`src/rtl/avalon_fp_master_pkg.sv`:
```
// Shared types and register map for the Avalon-MM floating-point adder master.
package avalon_fp_master_pkg;

  typedef enum logic [3:0] {
    IDLE, WR_A_LO, WR_A_HI, WR_B_LO, WR_B_HI, SETTLE, RD_REQ, RD_WAIT, RESP, SRST
  } state_e;

  localparam logic [2:0]  ADDR_A    = 3'd0;
  localparam logic [2:0]  ADDR_B    = 3'd1;
  localparam logic [2:0]  ADDR_CTRL = 3'd2;

  localparam logic [7:0]  BE_LO  = 8'h0F;
  localparam logic [7:0]  BE_HI  = 8'hF0;
  localparam logic [7:0]  BE_ALL = 8'hFF;

  localparam logic [63:0] SRST_CMD = 64'h1;

  // States that put a request on the Avalon bus and are subject to the stall timeout.
  function automatic logic is_xfer(state_e s);
    return s inside {WR_A_LO, WR_A_HI, WR_B_LO, WR_B_HI, RD_REQ, SRST};
  endfunction

endpackage

```
`src/rtl/avalon_fp_master_if.sv`:
```
// Command/response handshake plus Avalon-MM master bus of the FP adder master.
interface avalon_fp_master_if;
  logic        cmd_valid;
  logic        cmd_ready;
  logic [63:0] cmd_a;
  logic [63:0] cmd_b;
  logic        cmd_srst;
  logic        rsp_valid;
  logic        rsp_ready;
  logic [63:0] rsp_data;
  logic        rsp_err;
  logic [2:0]  avm_address;
  logic [63:0] avm_writedata;
  logic        avm_write;
  logic        avm_read;
  logic [7:0]  avm_byteenable;
  logic [63:0] avm_readdata;
  logic        avm_waitrequest;
  logic        busy;

  modport master (
    input  cmd_valid, cmd_a, cmd_b, cmd_srst, rsp_ready, avm_readdata, avm_waitrequest,
    output cmd_ready, rsp_valid, rsp_data, rsp_err, avm_address, avm_writedata,
           avm_write, avm_read, avm_byteenable, busy
  );

  modport slave (
    output cmd_valid, cmd_a, cmd_b, cmd_srst, rsp_ready, avm_readdata, avm_waitrequest,
    input  cmd_ready, rsp_valid, rsp_data, rsp_err, avm_address, avm_writedata,
           avm_write, avm_read, avm_byteenable, busy
  );
endinterface

```
`src/rtl/avalon_fp_master_stall_timer.sv`:
```
// Counts cycles a pending Avalon request is held off by waitrequest; flags expiry.
module avm_stall_timer #(
  parameter int unsigned TIMEOUT_CYCLES = 1024
) (
  input  logic clk,
  input  logic reset,
  input  logic clr_i,
  input  logic stall_i,
  output logic expired_o
);
  logic [31:0] cnt_q, cnt_d;

  always_comb begin
    cnt_d = cnt_q;
    if (clr_i)        cnt_d = '0;
    else if (stall_i) cnt_d = cnt_q + 32'd1;
  end

  always_ff @(posedge clk) begin
    if (!reset) cnt_q <= '0;
    else        cnt_q <= cnt_d;
  end

  assign expired_o = (cnt_q >= 32'(TIMEOUT_CYCLES));

endmodule

```
`src/rtl/avalon_fp_master.sv`:
```
// Drives an Avalon-MM FP adder slave: four 32-bit-lane operand writes, settle, one read.
module avalon_fp_master
  import avalon_fp_master_pkg::*;
#(
  parameter int unsigned TIMEOUT_CYCLES = 1024,
  parameter int unsigned SETTLE_CYCLES  = 4,
  parameter int unsigned READ_LATENCY   = 1
) (
  input logic                clk,
  input logic                reset,
  avalon_fp_master_if.master bus
);

  state_e      state_q, state_d;
  logic [63:0] a_q, b_q;
  logic        srst_q;
  logic [63:0] rsp_data_q, rsp_data_d;
  logic        rsp_err_q, rsp_err_d;
  logic [31:0] cnt_q, cnt_d;
  logic        expired;
  logic        accepted;

  avm_stall_timer #(.TIMEOUT_CYCLES(TIMEOUT_CYCLES)) u_stall_timer (
    .clk      (clk),
    .reset    (reset),
    .clr_i    (state_d != state_q),
    .stall_i  ((bus.avm_write || bus.avm_read) && bus.avm_waitrequest),
    .expired_o(expired)
  );

  assign accepted = (bus.avm_write || bus.avm_read) && !bus.avm_waitrequest;

  always_ff @(posedge clk) begin
    if (!reset) state_q <= IDLE;
    else        state_q <= state_d;
  end

  always_ff @(posedge clk) begin
    if (!reset) begin
      rsp_data_q <= '0;
      rsp_err_q  <= 1'b0;
      cnt_q      <= '0;
    end else begin
      rsp_data_q <= rsp_data_d;
      rsp_err_q  <= rsp_err_d;
      cnt_q      <= cnt_d;
    end
  end

  always_ff @(posedge clk) begin
    if (bus.cmd_valid && bus.cmd_ready) begin
      a_q    <= bus.cmd_a;
      b_q    <= bus.cmd_b;
      srst_q <= bus.cmd_srst;
    end
  end

  always_comb begin
    state_d    = state_q;
    rsp_data_d = rsp_data_q;
    rsp_err_d  = rsp_err_q;
    case (state_q)
      IDLE:    if (bus.cmd_valid && bus.cmd_ready) state_d = bus.cmd_srst ? SRST : WR_A_LO;
      WR_A_LO: if (accepted) state_d = WR_A_HI;
      WR_A_HI: if (accepted) state_d = WR_B_LO;
      WR_B_LO: if (accepted) state_d = WR_B_HI;
      WR_B_HI: if (accepted) state_d = SETTLE;
      SETTLE:  if (cnt_q + 32'd1 >= 32'(SETTLE_CYCLES)) state_d = RD_REQ;
      RD_REQ:  if (accepted) state_d = RD_WAIT;
      RD_WAIT: begin
        // cnt_q restarts on entry, so this lands READ_LATENCY cycles after the read accept.
        if (cnt_q + 32'd1 >= 32'(READ_LATENCY)) begin
          rsp_data_d = bus.avm_readdata;
          rsp_err_d  = 1'b0;
          state_d    = RESP;
        end
      end
      RESP:    if (bus.rsp_ready) state_d = IDLE;
      SRST: begin
        if (accepted) begin
          rsp_data_d = '0;
          rsp_err_d  = 1'b0;
          state_d    = RESP;
        end
      end
      default: state_d = IDLE;
    endcase
    // An expired transfer abandons every remaining write and the read.
    if (is_xfer(state_q) && expired) begin
      rsp_data_d = '0;
      rsp_err_d  = 1'b1;
      state_d    = RESP;
    end
    cnt_d = (state_d != state_q) ? '0 : cnt_q + 32'd1;
  end

  always_comb begin
    bus.cmd_ready      = 1'b0;
    bus.rsp_valid      = 1'b0;
    bus.rsp_data       = rsp_data_q;
    bus.rsp_err        = rsp_err_q;
    bus.avm_write      = 1'b0;
    bus.avm_read       = 1'b0;
    bus.avm_address    = '0;
    bus.avm_writedata  = '0;
    bus.avm_byteenable = '0;
    bus.busy           = 1'b0;
    if (reset) begin
      bus.busy = (state_q != IDLE);
      case (state_q)
        IDLE:    bus.cmd_ready = 1'b1;
        WR_A_LO: begin
          bus.avm_write      = !expired;
          bus.avm_address    = ADDR_A;
          bus.avm_byteenable = BE_LO;
          bus.avm_writedata  = {32'h0, a_q[31:0]};
        end
        WR_A_HI: begin
          bus.avm_write      = !expired;
          bus.avm_address    = ADDR_A;
          bus.avm_byteenable = BE_HI;
          bus.avm_writedata  = {a_q[63:32], 32'h0};
        end
        WR_B_LO: begin
          bus.avm_write      = !expired;
          bus.avm_address    = ADDR_B;
          bus.avm_byteenable = BE_LO;
          bus.avm_writedata  = {32'h0, b_q[31:0]};
        end
        WR_B_HI: begin
          bus.avm_write      = !expired;
          bus.avm_address    = ADDR_B;
          bus.avm_byteenable = BE_HI;
          bus.avm_writedata  = {b_q[63:32], 32'h0};
        end
        RD_REQ: begin
          bus.avm_read       = !expired;
          bus.avm_address    = ADDR_A;
          bus.avm_byteenable = BE_ALL;
        end
        RESP:    bus.rsp_valid = 1'b1;
        SRST: begin
          bus.avm_write      = !expired;
          bus.avm_address    = ADDR_CTRL;
          bus.avm_byteenable = BE_ALL;
          bus.avm_writedata  = srst_q ? SRST_CMD : '0;
        end
        default: ;
      endcase
    end
  end

endmodule

```
`src/flat_wrapper.sv`:
```
// flat-port wrapper written by rule: the top's interface ports become plain ports
module avalon_fp_master_flat import avalon_fp_master_pkg::*;
#(
  parameter int unsigned TIMEOUT_CYCLES = 1024,
  parameter int unsigned SETTLE_CYCLES  = 4,
  parameter int unsigned READ_LATENCY   = 1
)
  (clk, reset, bus_cmd_valid, bus_cmd_a, bus_cmd_b, bus_cmd_srst, bus_rsp_ready, bus_avm_readdata, bus_avm_waitrequest, bus_cmd_ready, bus_rsp_valid, bus_rsp_data, bus_rsp_err, bus_avm_address, bus_avm_writedata, bus_avm_write, bus_avm_read, bus_avm_byteenable, bus_busy);
  avalon_fp_master_if bus_i ();
  input logic clk;
  input logic reset;
  input wire logic [$bits(bus_i.cmd_valid)-1:0] bus_cmd_valid;
  input wire logic [$bits(bus_i.cmd_a)-1:0] bus_cmd_a;
  input wire logic [$bits(bus_i.cmd_b)-1:0] bus_cmd_b;
  input wire logic [$bits(bus_i.cmd_srst)-1:0] bus_cmd_srst;
  input wire logic [$bits(bus_i.rsp_ready)-1:0] bus_rsp_ready;
  input wire logic [$bits(bus_i.avm_readdata)-1:0] bus_avm_readdata;
  input wire logic [$bits(bus_i.avm_waitrequest)-1:0] bus_avm_waitrequest;
  output wire logic [$bits(bus_i.cmd_ready)-1:0] bus_cmd_ready;
  output wire logic [$bits(bus_i.rsp_valid)-1:0] bus_rsp_valid;
  output wire logic [$bits(bus_i.rsp_data)-1:0] bus_rsp_data;
  output wire logic [$bits(bus_i.rsp_err)-1:0] bus_rsp_err;
  output wire logic [$bits(bus_i.avm_address)-1:0] bus_avm_address;
  output wire logic [$bits(bus_i.avm_writedata)-1:0] bus_avm_writedata;
  output wire logic [$bits(bus_i.avm_write)-1:0] bus_avm_write;
  output wire logic [$bits(bus_i.avm_read)-1:0] bus_avm_read;
  output wire logic [$bits(bus_i.avm_byteenable)-1:0] bus_avm_byteenable;
  output wire logic [$bits(bus_i.busy)-1:0] bus_busy;
  assign bus_i.cmd_valid = bus_cmd_valid;
  assign bus_i.cmd_a = bus_cmd_a;
  assign bus_i.cmd_b = bus_cmd_b;
  assign bus_i.cmd_srst = bus_cmd_srst;
  assign bus_i.rsp_ready = bus_rsp_ready;
  assign bus_i.avm_readdata = bus_avm_readdata;
  assign bus_i.avm_waitrequest = bus_avm_waitrequest;
  assign bus_cmd_ready = bus_i.cmd_ready;
  assign bus_rsp_valid = bus_i.rsp_valid;
  assign bus_rsp_data = bus_i.rsp_data;
  assign bus_rsp_err = bus_i.rsp_err;
  assign bus_avm_address = bus_i.avm_address;
  assign bus_avm_writedata = bus_i.avm_writedata;
  assign bus_avm_write = bus_i.avm_write;
  assign bus_avm_read = bus_i.avm_read;
  assign bus_avm_byteenable = bus_i.avm_byteenable;
  assign bus_busy = bus_i.busy;
  avalon_fp_master #(.TIMEOUT_CYCLES(TIMEOUT_CYCLES), .SETTLE_CYCLES(SETTLE_CYCLES), .READ_LATENCY(READ_LATENCY)) u_core (.clk(clk), .reset(reset), .bus(bus_i));
endmodule
```
`config.mk`:
```
export PLATFORM = sky130hd
export DESIGN_NAME = avalon_fp_master_flat
export DESIGN_NICKNAME = d
export VERILOG_FILES = /design/src/rtl/avalon_fp_master_pkg.sv /design/src/rtl/avalon_fp_master_if.sv /design/src/rtl/avalon_fp_master_stall_timer.sv /design/src/rtl/avalon_fp_master.sv /design/src/flat_wrapper.sv
export SDC_FILE = /design/constraint.sdc
export NUM_CORES = 1
export LEC_CHECK = 0
export ABC_AREA = 1
export BUFFER_PORTS_ARGS = -buffer_cell sky130_fd_sc_hd__buf_2
export CORE_MARGIN = 2
export CORE_UTILIZATION = 30
export DETAILED_ROUTE_END_ITERATION = 10
export PLACE_DENSITY = 0.48
export SKIP_CTS_REPAIR_TIMING = 1
export SLEW_MARGIN = 20
export SYNTH_ARGS = -nofsm -noshare
export SYNTH_HDL_FRONTEND = slang
export SYNTH_HIERARCHICAL = 1
export SYNTH_SLANG_ARGS = --single-unit
```
`constraint.sdc`:
```
create_clock -name clk -period 14.1 [get_ports clk]
set_input_delay 2.115 -clock clk [delete_from_list [all_inputs] [get_ports clk]]
set_output_delay 2.115 -clock clk [all_outputs]
set_load 0.01 [all_outputs]
```
==> results.env <==
RUN_STATUS='complete, no violations'
PLACEABLECOREAREA_UM2=38800
WORST_R2R_ENDPOINT='u_core/u_stall_timer/cnt_q[5]'
SYN_AREA_UM2=11800
FLOORPLAN.INITIALDENSITY_PCT=30.5
CRITICAL_PATH.SLOWEST_CELL='sky130_fd_sc_hd__buf_4'
WORSTSETUPPATHTYPE='input port to output pin'
SWITCHINGPOWER_uW=380
P_SEQ_SHARE_PCT=47.5
FP.DIEW_UM=203
YOSYS_REGISTER_BITS=262
LAYOUT.NETS=1949
SYNTH_COMMONEST_CELLS='sky130_fd_sc_hd__nand2_1 (431), sky130_fd_sc_hd__a21oi_1 (146), sky130_fd_sc_hd__nor2_1 (137), sky130_fd_sc_hd__dfxtp_1 (133), sky130_fd_sc_hd__edfxtp_1 (129)'
DETAILROUTE.VIA_COUNT=10400
DPL-INSTANCE-AREA_UM2=14000
WORST-PATH-MAX-FANOUT=74
TOTALPOWERFINAL_mW=1.75
CRIT_PATH_CELL_TRACE='buf_2 > inv_2 > buf_4 > nor2_1 > inv_1 > a31oi_1 > buf_2'
WORSTMARGINPINSLEW_NS=1.02
DETAIL_ROUTE.DRC_VIOLATIONS=0
WIRE_LENGTH_AFTER_DETAILED_ROUTING_UM=36600
WORST_REG2REG_PATH_STARTPOINT='u_core/state_q[3]'
INITIAL_ANTENNA_VIOLATION_COUNT=9
DP_CELLS=2232
CRITPATHCAPTURETYPE='output pin'
IO_PINS=343
NUMCLOCKSINKS=262
DIEAREA_UM2=41100
LAYOUT-DRIVE-GT1-SHARE_PCT=27.6
CP_COMMON_CELL='sky130_fd_sc_hd__buf_2'
FIN_CELLS=2297
GRT-OVFL-TOTAL=0
SHARE_COMB_OF_TOTAL_POWER_PCT=5.1
HOLDCRITPATHCLASS='flop to flop'
SYNTH-ASYNC-RESET-RATIO_PCT=0
SYNTH_CELL_TYPE_COUNT=36
CELLINTERNALPOWER_mW=1.37
LATEST_CLOCK_ARRIVAL_WITHIN_THE_WORST_SKEW_PAIR_NS=0.56
CPPEAKSTAGEDELAY_NS=0.30
STD_CELL_ROWS=72
VIAS_PER_CELL=4.52
GRT_FIRST_PASS_WIRELENGTH_UM=56200
TIMING.FMAX_GHz=0.179
WORST_SLEW_MARGIN_REL_PCT=32.1
HOLD-PATH-ENDPOINT='u_core/bus.rsp_data[62]'
HOLDWS_NS=0.457
LAYOUT.FILLER_CELLS=4031
TIMING.MAX_CAP.VIOLATIONS=0
SYNTH_EDF_COUNT=129
DIE_OUTLINE_HEIGHT_UM=203
YOSYSWARNINGCOUNT=6
SYN_AREA_PER_CELL_UM2=8.32
START_KIND='input port'
WORST_EP_REQUIRED_TIME_NS=11.98
YOSYSTOPAREACELL='sky130_fd_sc_hd__edfxtp_1'
P_LEAK_nW=5.96
SETUP_WS_FINAL_NS=8.51
GRT.TOTAL_USAGE_PCT=17.3
DR.FIRST_ITER.DRC_COUNT=569
CTS.REPORTEDPATHS.CLKPINSLEW_NS=0.06
HOLD_START='u_core/bus.rsp_data[62]'
TIMING.CRITICAL_PATH.BUF_INV=5
FINALMAXSLEWVIOLATIONS=0
FINALSETUPTNS_NS=0
ANTENNA_LEFT=0
SETUP-VIOLATIONS-FINAL=0
WORST_REG2REG_PATH_DEPTH=16
DP_HPWL_UM=27200
SETUP_CLOCK_SKEW_AFTER_LAYOUT_NS=0.00723
RSZ0062_AT_GRT='false'
POST_SYNTH_MAIN_AREA_CONTRIBUTORS='sky130_fd_sc_hd__edfxtp_1 (33%), sky130_fd_sc_hd__dfxtp_1 (22%), sky130_fd_sc_hd__nand2_1 (14%), sky130_fd_sc_hd__a21oi_1 (6.2%), sky130_fd_sc_hd__nand3_1 (4.8%)'
YOSYSMOSTFREQUENTCELL='sky130_fd_sc_hd__nand2_1'
SYNTH_FF_TYPE='sky130_fd_sc_hd__dfxtp_1'
POWER_DENSITY_nW_PER_UM2=116
AVGROUTEDWIREPERCELL_UM=16.0
RRSETUPSLACK_NS=10.53
UTILIZATION_PCT=38.7
SYNTHESIS.NETS=1627
HTREE_NUM_LEVELS=1
NUMPORTBUFFERS=341
DETAILEDPLACE.WORSTSLACK_NS=8.49
DRT_FIRST_PASS_ITERS=5
POWER.SHARE.SWITCHING_PCT=21.8
YOSYS.AREA.TOP_TYPE_SHARE_PCT=32.7
TRITONCTS_CLOCK_TREE='done'
VDD_DROP_MAX_mV=0.0943
TOTAL_COUNT_OF_HOLD_CHECK_FAILURES_IN_THE_FINAL_REPORT=0
TIMING.FINAL.CRIT_PERIOD_NS=5.59
FINAL.PERIOD_UTILIZATION_PCT=39.6
NUMCTSBUFFERS=30
POST-ROUTE-CELL-AREA_UM2=15000
TIMING.CRITICAL_PATH.MAX_DELAY_FAMILY='buffers and inverters'
SYNTHCELLS=1424
CTS_ROOT_BUFFER='sky130_fd_sc_hd__clkbuf_16'
CLOCK_PATH_BUFFERS=3
MAXIMUM_NUMBER_OF_PINS_ON_ONE_NET_BEFORE_GLOBAL_ROUTE_REPAIR=80
FIRST_GLOBAL_VIAS=10100
FINALWEIGHTEDCONGESTION=0.841
PROPORTION_OF_SYNTHESIZED_CHIP_AREA_IN_SEQUENTIAL_CELLS_PCT=55.2
CP.ARRIVAL_NS=3.47
AREA_DELTA_SYNTH_FINAL_PCT=27.0
MIN_DELAY_PATH_DEPTH=2
PWR-SHARE-CLK_PCT=47.5
-- registers in the layout (all words and copies together), names as in the netlist --
| signal | count |
|---|---|
| u_core/state_q | 4 |
| u_core/u_stall_timer/cnt_q | 32 |
| u_core/a_q | 64 |
| u_core/b_q | 64 |
| u_core/srst_q | 1 |
| u_core/bus.rsp_err | 1 |
| u_core/cnt_q | 32 |
| u_core/bus.rsp_data | 64 |
-- layout make-up --
cell class | instances | area [µm²] | area share (%)
clock inverter | 16 | 201 | 1.34
timing repair buffer | 352 | 1790 | 11.9
multi-input combinational | 980 | 4530 | 30.2
inverter | 120 | 453 | 3.01
clock buffer | 40 | 853 | 5.67
tap | 518 | 648 | 4.31
sequential | 262 | 6540 | 43.5
antenna | 9 | 22.5 | 0.150
-- worst min-delay path, cell delays in order, from the launching register on --
cell	delay, ns
sky130_fd_sc_hd__dfxtp_1	0.30
sky130_fd_sc_hd__nand2_1	0.06
sky130_fd_sc_hd__a21oi_1	0.05
-- cells in the final DEF (no fill, tap or decap), drive strengths merged, types with 40 or more instances in the layout --
cell type	synthesis	layout
buf	24	352
inv	117	117
clkbuf	38	40
dfxtp	133	133
nand3	120	120
nor2	195	195
a21oi	146	146
edfxtp	129	129
nand2	444	444
-- power groups by stage --
stage,sequential [mW],combinational (mW),clock (mW)
after floorplan,0.846,0.0469,0
after global placement,0.846,0.0887,0
after detailed placement,0.847,0.0898,0
after CTS,0.830,0.0900,0.855
after global routing,0.832,0.0984,0.886
final,0.830,0.0883,0.830
-- layer usage --
metal / global-route usage [%] / vias up / wire (µm)
met1: 21.2 / 4758 / 15200
met4: 5.34 / 4 / 952
met5: 0 / - / 21
met2: 29.4 / 285 / 17800
li1: - / 5280 / -
met3: 4.90 / 61 / 2620
-- worst max path at each step --
stage / from / end / slack [ns] / depth (start not counted)
after CTS: reset / bus_avm_write / 8.46 / 7
final: reset / bus_avm_write / 8.51 / 7
after global placement: reset / bus_avm_write / 8.58 / 7
after detailed placement: reset / bus_avm_write / 8.49 / 7
after global routing: reset / bus_avm_write / 8.38 / 7
after floorplan: reset / u_core/u_stall_timer/cnt_q[11] / 7.34 / 13
-- kinds of logic after synthesis --
logic type / synth area share [%]
simple gates: 30.0
fa+ha+maj: 0.528
other cells: 0.0317
buf+inv: 6.62
compound gates: 7.17
xor+xnor: 0.444
flops: 55.2
Note: power is estimated with default switching activity, not from simulation.
